File: config.mk
export PLATFORM = sky130hd
export DESIGN_NAME = uart_rx
export DESIGN_NICKNAME = d
export VERILOG_FILES = /design/src/rtl/uart_pkg.sv /design/src/rtl/uart_rx.sv
export SDC_FILE = /design/constraint.sdc
export NUM_CORES = 1
export LEC_CHECK = 0
export BUFFER_PORTS_ARGS = -buffer_cell sky130_fd_sc_hd__buf_2
export CAP_MARGIN = 20
export CORE_MARGIN = 2
export CORE_UTILIZATION = 50
export DETAILED_ROUTE_END_ITERATION = 10
export MAX_ROUTING_LAYER = met4
export PLACE_DENSITY = 0.68
export SYNTH_ARGS = -nofsm -noshare
export SYNTH_HDL_FRONTEND = slang
export SYNTH_SLANG_ARGS = --single-unit
File: constraint.sdc
create_clock -name sys_clk -period 3.5 [get_ports sys_clk]
set_clock_uncertainty 0.05 [all_clocks]
set_input_delay 0.525 -clock sys_clk [delete_from_list [all_inputs] [get_ports sys_clk]]
set_output_delay 0.525 -clock sys_clk [all_outputs]
set_load 0.02 [all_outputs]
File: src/rtl/uart_pkg.sv
// Shared UART definitions: frame constants and receiver/transmitter state encodings.
package uart_pkg;

  localparam int   DATA_BITS   = 8;
  localparam logic START_LEVEL = 1'b0;
  localparam logic STOP_LEVEL  = 1'b1;
  localparam logic IDLE_LEVEL  = 1'b1;

  typedef enum logic [1:0] {
    IDLE  = 2'd0,
    START = 2'd1,
    DATA  = 2'd2,
    STOP  = 2'd3
  } uart_state_e;

endpackage

File: src/rtl/uart_rx.sv
// UART receiver: 8N1 frames, mid-bit sampling, single pulse per frame on po_flag or frame_err.
module uart_rx
  import uart_pkg::*;
#(
  parameter int UART_BPS = 'd9600,
  parameter int CLK_FREQ = 'd50_000_000
) (
  input  logic       sys_clk,
  input  logic       sys_rst,
  input  logic       rx,
  output logic [7:0] po_data,
  output logic       po_flag,
  output logic       frame_err
);

  // Baud timing is derived here so each instance can run at its own rate; legal range 4..65535.
  localparam int          BAUD_CNT_MAX = CLK_FREQ / UART_BPS;
  localparam logic [15:0] BAUD_LAST    = 16'(BAUD_CNT_MAX - 1);
  localparam logic [15:0] SAMPLE_PT    = 16'(BAUD_CNT_MAX / 2 - 1);

  logic        rx_meta;
  logic        rx_s;
  logic        rx_hist;
  uart_state_e state;
  uart_state_e state_next;
  logic [15:0] baud_cnt;
  logic [2:0]  bit_cnt;
  logic [7:0]  shift_reg;
  logic        start_det;
  logic        sample;
  logic        bit_clr;
  logic        shift_en;
  logic        good_stop;
  logic        bad_stop;

  // Two-flop synchroniser plus a history flop for edge detection; resets to the idle line level.
  always_ff @(posedge sys_clk or posedge sys_rst) begin
    if (sys_rst) begin
      rx_meta <= IDLE_LEVEL;
      rx_s    <= IDLE_LEVEL;
      rx_hist <= IDLE_LEVEL;
    end else begin
      rx_meta <= rx;
      rx_s    <= rx_meta;
      rx_hist <= rx_s;
    end
  end

  assign start_det = (state == IDLE) && rx_hist && !rx_s;
  assign sample    = (state != IDLE) && (baud_cnt == SAMPLE_PT);

  // State register.
  always_ff @(posedge sys_clk or posedge sys_rst) begin
    if (sys_rst) begin
      state <= IDLE;
    end else begin
      state <= state_next;
    end
  end

  // Next-state logic and per-sample strobes; STOP leaves at mid-bit so a back-to-back start edge is seen.
  always_comb begin
    state_next = state;
    bit_clr    = 1'b0;
    shift_en   = 1'b0;
    good_stop  = 1'b0;
    bad_stop   = 1'b0;
    case (state)
      IDLE: begin
        if (start_det) begin
          state_next = START;
        end
      end
      START: begin
        if (sample) begin
          if (rx_s == START_LEVEL) begin
            state_next = DATA;
            bit_clr    = 1'b1;
          end else begin
            state_next = IDLE;
          end
        end
      end
      DATA: begin
        if (sample) begin
          shift_en = 1'b1;
          if (bit_cnt == 3'(DATA_BITS - 1)) begin
            state_next = STOP;
          end
        end
      end
      STOP: begin
        if (sample) begin
          state_next = IDLE;
          if (rx_s == STOP_LEVEL) begin
            good_stop = 1'b1;
          end else begin
            bad_stop = 1'b1;
          end
        end
      end
      default: state_next = IDLE;
    endcase
  end

  // Baud counter: parked at zero in IDLE, free-running with wrap for the rest of the frame.
  always_ff @(posedge sys_clk or posedge sys_rst) begin
    if (sys_rst) begin
      baud_cnt <= 16'd0;
    end else if (state == IDLE) begin
      baud_cnt <= 16'd0;
    end else if (baud_cnt == BAUD_LAST) begin
      baud_cnt <= 16'd0;
    end else begin
      baud_cnt <= baud_cnt + 16'd1;
    end
  end

  // Data bits land LSB first at the position given by bit_cnt.
  always_ff @(posedge sys_clk or posedge sys_rst) begin
    if (sys_rst) begin
      bit_cnt   <= 3'd0;
      shift_reg <= 8'h00;
    end else if (bit_clr) begin
      bit_cnt <= 3'd0;
    end else if (shift_en) begin
      shift_reg[bit_cnt] <= rx_s;
      bit_cnt            <= bit_cnt + 3'd1;
    end
  end

  // Registered result pulses; po_data only changes on a correctly framed byte.
  always_ff @(posedge sys_clk or posedge sys_rst) begin
    if (sys_rst) begin
      po_data   <= 8'h00;
      po_flag   <= 1'b0;
      frame_err <= 1'b0;
    end else begin
      po_flag   <= good_stop;
      frame_err <= bad_stop;
      if (good_stop) begin
        po_data <= shift_reg;
      end
    end
  end

endmodule

# [Word-level counts from Yosys, hierarchy flattened]
# Cells that the tools add are included.
[op_classes] n_addsub=2 order_cmp=2 eq_ne=11 muxes=23 bitwise=1 reduce_logical=10
[ops] operator="16-bit two-way mux" count=2
[ops] operator="16-bit by 1-bit adder with 16-bit output, second input constant" count=1
[ops] operator="16-bit by 12-bit equality test with 1-bit output, second input constant" count=1
[ops] operator="16-bit by 13-bit equality test with 1-bit output, second input constant" count=1
[ops] operator="2-bit two-way mux" count=6
[ops] operator="1-bit two-way mux" count=10
[ops] operator="2-bit inequality test, second input constant" count=5
[ops] operator="8-bit bitwise mux" count=1
[ops] operator="2-bit one-hot mux with 4 select lines" count=1
[ops] operator="3-bit two-way mux" count=2
[ops] operator="5-bit AND reduction" count=1
[ops] operator="2-bit equality test, second input constant" count=2
[ops] operator="1-bit logical AND" count=4
[ops] operator="3-bit by 4-bit less-than comparator with 1-bit output, second input constant" count=1
[ops] operator="2-bit nonzero test" count=2
[ops] operator="3-bit by 1-bit adder with 3-bit output, second input constant" count=1
[ops] operator="1-bit demux with 3-bit select" count=1
[ops] operator="3-bit equality test, second input constant" count=1
[ops] operator="3-bit by 1-bit greater-or-equal comparator with 1-bit output, second input constant" count=1
[ops] operator="2-bit by 1-bit equality test with 1-bit output, second input constant" count=1
[ops] operator="2-bit zero test" count=1
[ops] operator="2-bit AND reduction" count=1
[ops] operator="1-bit zero test" count=1
[ops] operator="1-bit NOT" count=1
[word_totals] ff_bits=42 in_bits=3 output_inout_bits=10 wordCells=59

# [Logic depth before layout (Yosys ltp)]
# Gate-level depths: netlist (run 1).
[logic_depth] ltp_word=6 ltp_mapped=6 ltp_nobuf=5

# [Worst setup path before layout (run 1)]
# Ideal clock, no wire load.
[synth_path] path_type="reg-to-reg" start="reg baud_cnt[0]" end="reg shift_reg[6]" setup_ns=0.125 t_arrival_ns=1.788 required_time_ns=3.325 setup_slack_ns=1.536 path_stages_with_launch=7 n_path_buf=1 period_less_slack_ns=1.964 cell_sequence="dfrtp_1 > ha_1 > and4bb_2 > nand4_1 > buf_2 > or3_1 > mux2_4"
[synth_via] elab_chain_len=6 word_cells_on_any_way=8 cone_classes="eq/ne (1); mux (4); bitwise (1); reduce/logical (2)"
[synth_lines] element="from (decl)" line="uart_rx.sv:26" rtl="logic [15:0] baud_cnt;"
[synth_lines] element="from (signal assigned)" line="uart_rx.sv:115" rtl="baud_cnt <= baud_cnt + 16'd1;"
[synth_lines] element="16-bit by 12-bit equality test with 1-bit output *" line="uart_rx.sv:50" rtl="assign sample = (state != IDLE) && (baud_cnt == SAMPLE_PT);"
[synth_lines] element="1-bit logical AND *" line="uart_rx.sv:50"
[synth_lines] element="1-bit two-way mux"
[synth_lines] element="1-bit two-way mux" line="uart_rx.sv:68" rtl="case (state)"
[synth_lines] element="1-bit NOT (no source line)"
[synth_lines] element="2-bit AND reduction (no source line) *"
[synth_lines] element="to (signal, indexed assignment)" line="uart_rx.sv:127" rtl="shift_reg[bit_cnt] <= rx_s;"
[synth_lines] element="to (decl)" line="uart_rx.sv:28" rtl="logic [7:0] shift_reg;"
# Mark *: on every way between the ends. The rest lies on a longest branch, timed or not.
# A chain may end at the register's enable or synchronous reset.

# [Worst setup path in the final report (run 1)]
[layout_path] start="reg baud_cnt[0]" end="reg shift_reg[7]"
# Same word-level chain as after synthesis.

==> metrics.md, run 1 <==
| Metric | Value |
|---|---|
| List of most frequent post-synthesis cells | dfrtp_1, nor2_1, mux2_2, nor4_1, xnor2_1 |
| Actual slew at the worst max-slew pin | 0.520 ns |
| Nets | 196 |
| Max cap viols | 0 |
| Max Freq | 406 MHz |
| Post-CTS setup buffer count | 0 |
| CP Launch Type | flop |
| Multi-input logic area | 838 sq um |
| Setup TNS | 0 ns |
| Grt total ovfl | 0 |
| First-pass GRT wire length | 6320 microns |
| Post-Syn Instances | 178 |
| Num CTS Buffers | 5 |
| GRT Total Usage | 19.7% |
| Outcome | finished, final reports clean |
| Slew Limit Headroom | 65.3% |
| Period utilisation layout | 70.4% |
| Setup violations, final | 0 |
| Power per cell area | 519 nW/um^2 |
| RSZ-0062 raised after global routing | no |
| Top cells by area, synth | dfrtp_1, mux2_2, nor2_1 |
| Pin count of the biggest net entering global routing | 43 |
| WL/cell | 15.2 microns |
| Data required time of the critical path | 3.64 ns |
| CP top delay family | simple AND/OR/NAND/NOR gates |
| Crit path capture type | flop |
| Vias in the first global route | 1312 |
| CTS Buffer Depth | 2 |
| Share of layout cells above drive strength 1 | 23.6% |
| Hold Buf Count CTS | 0 |
| # DRC | 0 |
| Max reg flops | 16 |
| Num rows | 22 |
| Clock-pin slew on the worst setup and hold paths | 0.08 ns |
| Synth warn | 0 |
| Post-CTS Resized | 0 |
| Syn_nets | 184 |
| Number of flops mapped to enable cells by yosys | 0 |
| Crit path kind | flop to flop |
| Die area | 4420 sq um |
| Crit path cell chain | ha_1 > and4bb_2 > nand4_1 > or4_1 > mux2_1 |
| Seq. cell area | 1050 sq um |
| Register bit total from synthesis | 42 |
| Final Max Slew Viols | 0 |
| Vias per cell | 5.77 |
| Port bufs | 12 |
| Filler instances | 325 |
| P_leak | 0.979 nW |
| FFs w/ async S/R, synth | 100% |
| Via Count | 1378 |
| Final WL | 3620 microns |
| Initial antenna violation count | 0 |
| Most frequent cell after synthesis | dfrtp_1 |
| # diodes | 0 |
| Sink Count | 42 |
| Root Buffer | clkbuf_8 |
| Max stage delay cell, worst path | or4_1 |
| Clock H-tree levels | 2 |
| Slowest stage delay, CP | 0.61 ns |
| Post-DP HPWL | 2460 microns |
| Die height | 66.5 microns |
| Drt pass-1 iters | 4 |
| Hold Fails Final Rpt | 0 |
| DRT antenna net count | 0 |
| Synth top area share | 50.0% |
| CORE AREA | 3720 sq um |
| CTS tree | built |
| Min-delay worst type | input pin to flop |
| Die X | 66.5 microns |
| VDD IR max | 0.449 mV |
| Clock Latency Late Sink | 0.30 ns |
| 1st-iter DRT viols | 71 |
| Leading area contributor after synthesis | dfrtp_1 |
| Final Total Pwr | 0.00112 W |
| Placer congestion estimate | 0.804 |
| Post-Synthesis Cell Area | 1950 sq um |
| Final Critical Period | 2.46 ns |
| Crit path arrival time | 2.60 ns |
| Syn avg cell area | 11.0 sq um |
| Top_reg_cell synth | dfrtp_1 |
| P&R area growth vs syn | 10.6% |
| Distinct cells, synth | 36 |
| Bufs and invs on worst path | 0 |
| Initial Utilization | 52.6% |
| Sequential area share after synthesis | 54.0% |
| I/O pins | 13 |
| CP max FO | 11 |
## where the power goes
group	internal, W	leakage, nW	switching [W]
Clock	0.000212	0.0504	0.000180
Combinational	0.0000559	0.371	0.0000750
Sequential	0.000527	0.558	0.0000704
Total	0.000796	0.979	0.000325
## path summary, 6_finish.rpt
check | from | to | slack (ns) | depth (start not counted)
setup / recovery | baud_cnt[0]$_DFF_PP0_ | shift_reg[7]$_DFFE_PP0P_ | 1.04 | 5
hold / removal | rx | rx_meta$_DFF_PP1_ | 0.27 | 1
setup reg to reg | baud_cnt[0]$_DFF_PP0_ | shift_reg[7]$_DFFE_PP0P_ | 1.04 | 5
hold reg to reg | rx_meta$_DFF_PP1_ | rx_s$_DFF_PP1_ | 0.31 | 0
max in group asynchronous | sys_rst | rx_hist$_DFF_PP1_ | 2.74 | 3
min in group asynchronous | sys_rst | baud_cnt[9]$_DFF_PP0_ | 0.28 | 3
## worst reg2reg max path: stages (launching register included)
cell	delay, ns
dfrtp_1	0.39
ha_1	0.30
and4bb_2	0.29
nand4_1	0.38
or4_1	0.62
mux2_1	0.33
## layout make-up
cell class	instances	area share [%]
Sequential cell	42	48.8
Timing Repair Buffer	13	3.13
Multi-Input combinational cell	121	38.8
Tap cell	48	2.78
Clock inverter	3	2.08
Inverter	7	1.22
Clock buffer	5	3.18
## per-layer routing
layer | global-route usage (%) | up-vias | wire length, microns
li1 | - | 660 | -
met1 | 29.8 | 675 | 1800
met2 | 26.0 | 35 | 1610
met3 | 4.05 | 8 | 140
met4 | 7.65 | 0 | 67
met5 | - | - | 0
## cells by family (layout without fill, tap and decap cells)
logic type	count (synthesis)	in the layout	synth area share [%]
simple gates	79	79	22.7
flops	42	42	54.0
xor+xnor	13	13	5.83
fa+ha+maj	3	3	1.92
compound gates	10	10	3.01
mux	16	16	9.42
buf+inv	15	28	3.08
## through the flow
stage	instance area, sq um	utilization, %	setup WS [ns]	std cells	hold WS, ns
finish	2160	58.1	1.04	239	0.266
global route	2160	58.1	0.914	239	0.263
CTS	2160	58.1	1.06	239	0.263
detailed placement	2050	55.1	1.09	231	0.303
global placement	2050	55.1	1.21	231	0.297
floorplan	1950	-	1.54	178	0.295
## layout by cell type (no fill, tap or decap), types with 2 or more instances in the layout
cell         n
nand4_1      7
buf_2       12
mux2_2      14
clkbuf_8     5
and4bb_2     2
dfrtp_1     39
a21oi_1      5
nand2_1      7
ha_1         3
nor3_1       8
o21ai_0      2
clkinvlp_4   2
or3_1        2
nor4_1       9
nand3_1      6
dfstp_2      3
xor2_1       4
inv_1        7
nor2_1      25
xnor2_1      9
and4_1       3
Note: power is estimated with default switching activity, not from simulation.
==> inputs of run 2 (changes only) <==
--- a/config.mk
+++ b/config.mk
@@ -5,6 +5,7 @@
 export SDC_FILE = /design/constraint.sdc
 export NUM_CORES = 1
 export LEC_CHECK = 0
+export ABC_AREA = 1
 export BUFFER_PORTS_ARGS = -buffer_cell sky130_fd_sc_hd__buf_2
 export CAP_MARGIN = 20
 export CORE_MARGIN = 2
==> constraint.sdc (replaced) <==
create_clock -name sys_clk -period 2.3 [get_ports sys_clk]
set_clock_uncertainty 0.05 [all_clocks]
set_input_delay 0.345 -clock sys_clk [delete_from_list [all_inputs] [get_ports sys_clk]]
set_output_delay 0.345 -clock sys_clk [all_outputs]
set_load 0.02 [all_outputs]
==> metrics.md, run 2 <==
| Metric | Value |
|---|---|
| Commonest non-fill, non-tap cell in the layout | nand2_1 (was dfrtp_1) |
| Post-Syn Instances | 276 (was 178) |
| Post-DP HPWL | 3050 microns (was 2460 microns) |
| Syn avg cell area | 7.89 sq um (was 11.0 sq um) |
| Synth warn | 0 (unchanged) |
| Data required time of the critical path | 2.45 ns (was 3.64 ns) |
| Hold Fails Final Rpt | 0 (unchanged) |
| Reg-to-reg endpoint | po_data[0]$_DFFE_PP0P_ (was shift_reg[7]$_DFFE_PP0P_) |
| Clock H-tree levels | 2 (unchanged) |
| Placer congestion estimate | 0.896 (was 0.804) |
| GRT Total Usage | 19.5% (was 19.7%) |
| Root Buffer | clkbuf_8 (unchanged) |
| Final Critical Period | 1.81 ns (was 2.46 ns) |
| Slew Limit Headroom | 66.2% (was 65.3%) |
| Hold Path Stages | 1 (unchanged) |
| Placed Area | 2280 sq um (was 2050 sq um) |
| WL/cell | 12.1 microns (was 15.2 microns) |
| Drt pass-1 iters | 4 (unchanged) |
| Period utilisation layout | 78.8% (was 70.4%) |
| Die X | 70.0 microns (was 66.5 microns) |
| Grt total ovfl | 0 (unchanged) |
| CP Launch Type | flop (unchanged) |
| Post-Synthesis Cell Area | 2180 sq um (was 1950 sq um) |
| Hold Path Origin | rx (unchanged) |
| Crit path cell chain | ha_1 > nand3_1 > nor3_1 > nand4_1 > nand2_1 > nand2_1 (was ha_1 > and4bb_2 > nand4_1 > or4_1 > mux2_1) |
| DRT antenna net count | 0 (unchanged) |
| Hold path endpoint | rx_meta$_DFF_PP1_ (unchanged) |
| Max stage delay cell, worst path | dfrtp_1 (was or4_1) |
| Top cells by area, synth | dfrtp_1, nand2_1, nand3_1 (was dfrtp_1, mux2_2, nor2_1) |
| Sequential area share after synthesis | 48.4% (was 54.0%) |
| CTS tree | built (unchanged) |
| Syn_nets | 282 (was 184) |
| Num CTS Buffers | 5 (unchanged) |
| # DRC | 0 (unchanged) |
| Max cap viols | 0 (unchanged) |
| CTS Buffer Depth | 2 (unchanged) |
| Clock-pin slew on the worst setup and hold paths | 0.08 ns (about the same) |
| FFs w/ async S/R, synth | 100% (unchanged) |
| Initial Utilization | 51.1% (was 52.6%) |
| Number of flops mapped to enable cells by yosys | 0 (unchanged) |
| I/O pins | 13 (unchanged) |
| Crit path arrival time | 1.96 ns (was 2.60 ns) |
| Most frequent cell after synthesis | nand2_1 (was dfrtp_1) |
| Share of layout cells above drive strength 1 | 17.7% (was 23.6%) |
| Reg2Reg Depth | 6 (was 5) |
| Num rows | 24 (was 22) |
| Final Max Slew Viols | 0 (unchanged) |
| Final WL | 4180 microns (was 3620 microns) |
| Setup TNS | 0 ns (unchanged) |
| Sink Count | 42 (unchanged) |
| Leading area contributor after synthesis | dfrtp_1 (unchanged) |
| Commonest cells after routing, fill and taps aside | nand2_1, nor2_1, nand3_1, dfrtp_1, inv_1 (was dfrtp_1, nor2_1, mux2_2, buf_2) |
| Die height | 70.0 microns (was 66.5 microns) |
| Place WS | 0.457 ns (was 1.09 ns) |
| Bufs and invs on worst path | 0 (unchanged) |
| Post-CTS setup buffer count | 0 (unchanged) |
| Pin count of the biggest net entering global routing | 43 (unchanged) |
| Vias in the first global route | 1683 (was 1312) |
| Max Freq | 552 MHz (was 406 MHz) |
| Die area | 4900 sq um (was 4420 sq um) |
| Crit-path most repeated cell | nand2_1 |
| List of most frequent post-synthesis cells | nand2_1, nor2_1, dfrtp_1, nand3_1, inv_1 (was dfrtp_1, nor2_1, mux2_2, nor4_1, xnor2_1) |
| RSZ-0062 raised after global routing | no (unchanged) |
| Clock Latency Late Sink | 0.30 ns (about the same) |
| Hold Buf Count CTS | 0 (unchanged) |
| First-pass GRT wire length | 7340 microns (was 6320 microns) |
| Final core occ | 56.8% (was 58.1%) |
| Max reg flops | 16 (unchanged) |
| Via Count | 1746 (was 1378) |
| 1st-iter DRT viols | 106 (was 71) |
| Post-CTS Resized | 0 (unchanged) |
| Actual slew at the worst max-slew pin | 0.507 ns (was 0.520 ns) |
| Distinct cells, synth | 28 (was 36) |
| Setup violations, final | 0 (unchanged) |
| Top_reg_cell synth | dfrtp_1 (unchanged) |
| CP top delay family | simple AND/OR/NAND/NOR gates (unchanged) |
| CP max FO | 9 (was 11) |
| Reg2reg start | baud_cnt[0]$_DFF_PP0_ (unchanged) |
| Port bufs | 12 (unchanged) |
| Min-delay worst type | input pin to flop (unchanged) |
| Outcome | finished, final reports clean (unchanged) |
| Initial antenna violation count | 0 (unchanged) |
| FF-to-FF setup slack | 0.49 ns (was 1.04 ns) |
| P&R area growth vs syn | 11.1% (was 10.6%) |
| Crit path capture type | flop (unchanged) |
| Register bit total from synthesis | 42 (unchanged) |
| P_leak | 1.17 nW (was 0.979 nW) |
| Synth top area share | 44.8% (was 50.0%) |
| Nets | 298 (was 196) |
| Power per cell area | 717 nW/um^2 (was 519 nW/um^2) |
| VDD IR max | 0.425 mV (was 0.449 mV) |
| Vias per cell | 5.06 (was 5.77) |
| # diodes | 0 (unchanged) |
| Minimum setup slack in the final design | 0.487 ns (was 1.04 ns) |
| Crit path kind | flop to flop (unchanged) |
| Slowest stage delay, CP | 0.40 ns (was 0.61 ns) |
| CORE AREA | 4260 sq um (was 3720 sq um) |
| Design Area, Final | 2420 sq um (was 2160 sq um) |
-- run 2: cell types whose count changed after synthesis, moves of 4 or more --
| cell | delta |
|---|---|
| nand2_1 | +60 |
| nand3_1 | +33 |
| nor2_1 | +17 |
| mux2_2 | -14 |
| inv_1 | +11 |
| inv_2 | +9 |
| xnor2_1 | -9 |
| nor4_1 | -8 |
| o21ai_2 | +7 |
| clkbuf_1 | -4 |
-- run 2: worst max-delay path by stage --
stage	from	to	slack (ns)	depth (start not counted)
3_3_place_gp	baud_cnt[0]$_DFF_PP0_	po_data[0]$_DFFE_PP0P_	0.53	6
6_report	baud_cnt[0]$_DFF_PP0_	po_data[0]$_DFFE_PP0P_	0.49	6
4_1_cts	baud_cnt[0]$_DFF_PP0_	po_data[1]$_DFFE_PP0P_	0.43	6
2_1_floorplan	baud_cnt[0]$_DFF_PP0_	shift_reg[7]$_DFFE_PP0P_	0.73	9
3_5_place_dp	baud_cnt[0]$_DFF_PP0_	po_data[1]$_DFFE_PP0P_	0.46	6
5_1_grt	baud_cnt[0]$_DFF_PP0_	po_data[4]$_DFFE_PP0P_	0.31	6
-- run 2: final cells by class --
cell class              instances  area, sq um
clock buffers                   5         68.8
clock inverters                 3         68.8
fillers                       403         1840
inverters                      29          110
multi-input cells             200          978
flip-flops and latches         42         1050
well taps                      52         65.1
repair buffers                 14         75.1
-- run 2: cells by family (layout without fill, tap and decap cells) --
group | Yosys count | after routing | share of synthesized area (%)
AOI/OAI and AO/OA | 13 | 13 | 4.19
DFF | 42 | 42 | 48.4
xor gates and xnor gates | 5 | 5 | 2.01
and+or+nand+nor | 179 | 179 | 37.0
buffers and inverters | 34 | 51 | 6.66
adders and majority gates | 3 | 3 | 1.72
-- run 2: routing by layer --
metal	up-vias	share of wire (%)	GRT usage [%]	wire (microns)
li1	923	-	-	-
met5	-	0	-	0
met4	0	1.6	8.12	65
met3	5	4.0	5.05	167
met1	791	52	26.3	2170
met2	27	43	28.1	1780
-- run 2: power by group --
part | internal, W | total (W) | switching [W] | leakage, nW
clock | 0.000435 | 0.000695 | 0.000260 | 0.0683
combinational | 0.0000662 | 0.000224 | 0.000158 | 0.531
sequential | 0.000771 | 0.000816 | 0.0000451 | 0.572
total | 0.00127 | 0.00174 | 0.000463 | 1.17
-- run 2: per-stage QoR --
step	cells	total power, W	hold slack (ns)
after floorplan	276	0.000996	0.295
after global placement	337	0.00106	0.297
after detailed placement	337	0.00106	0.297
after CTS	345	0.00175	0.0842
after global routing	345	0.00182	0.0819
final	345	0.00174	0.0890
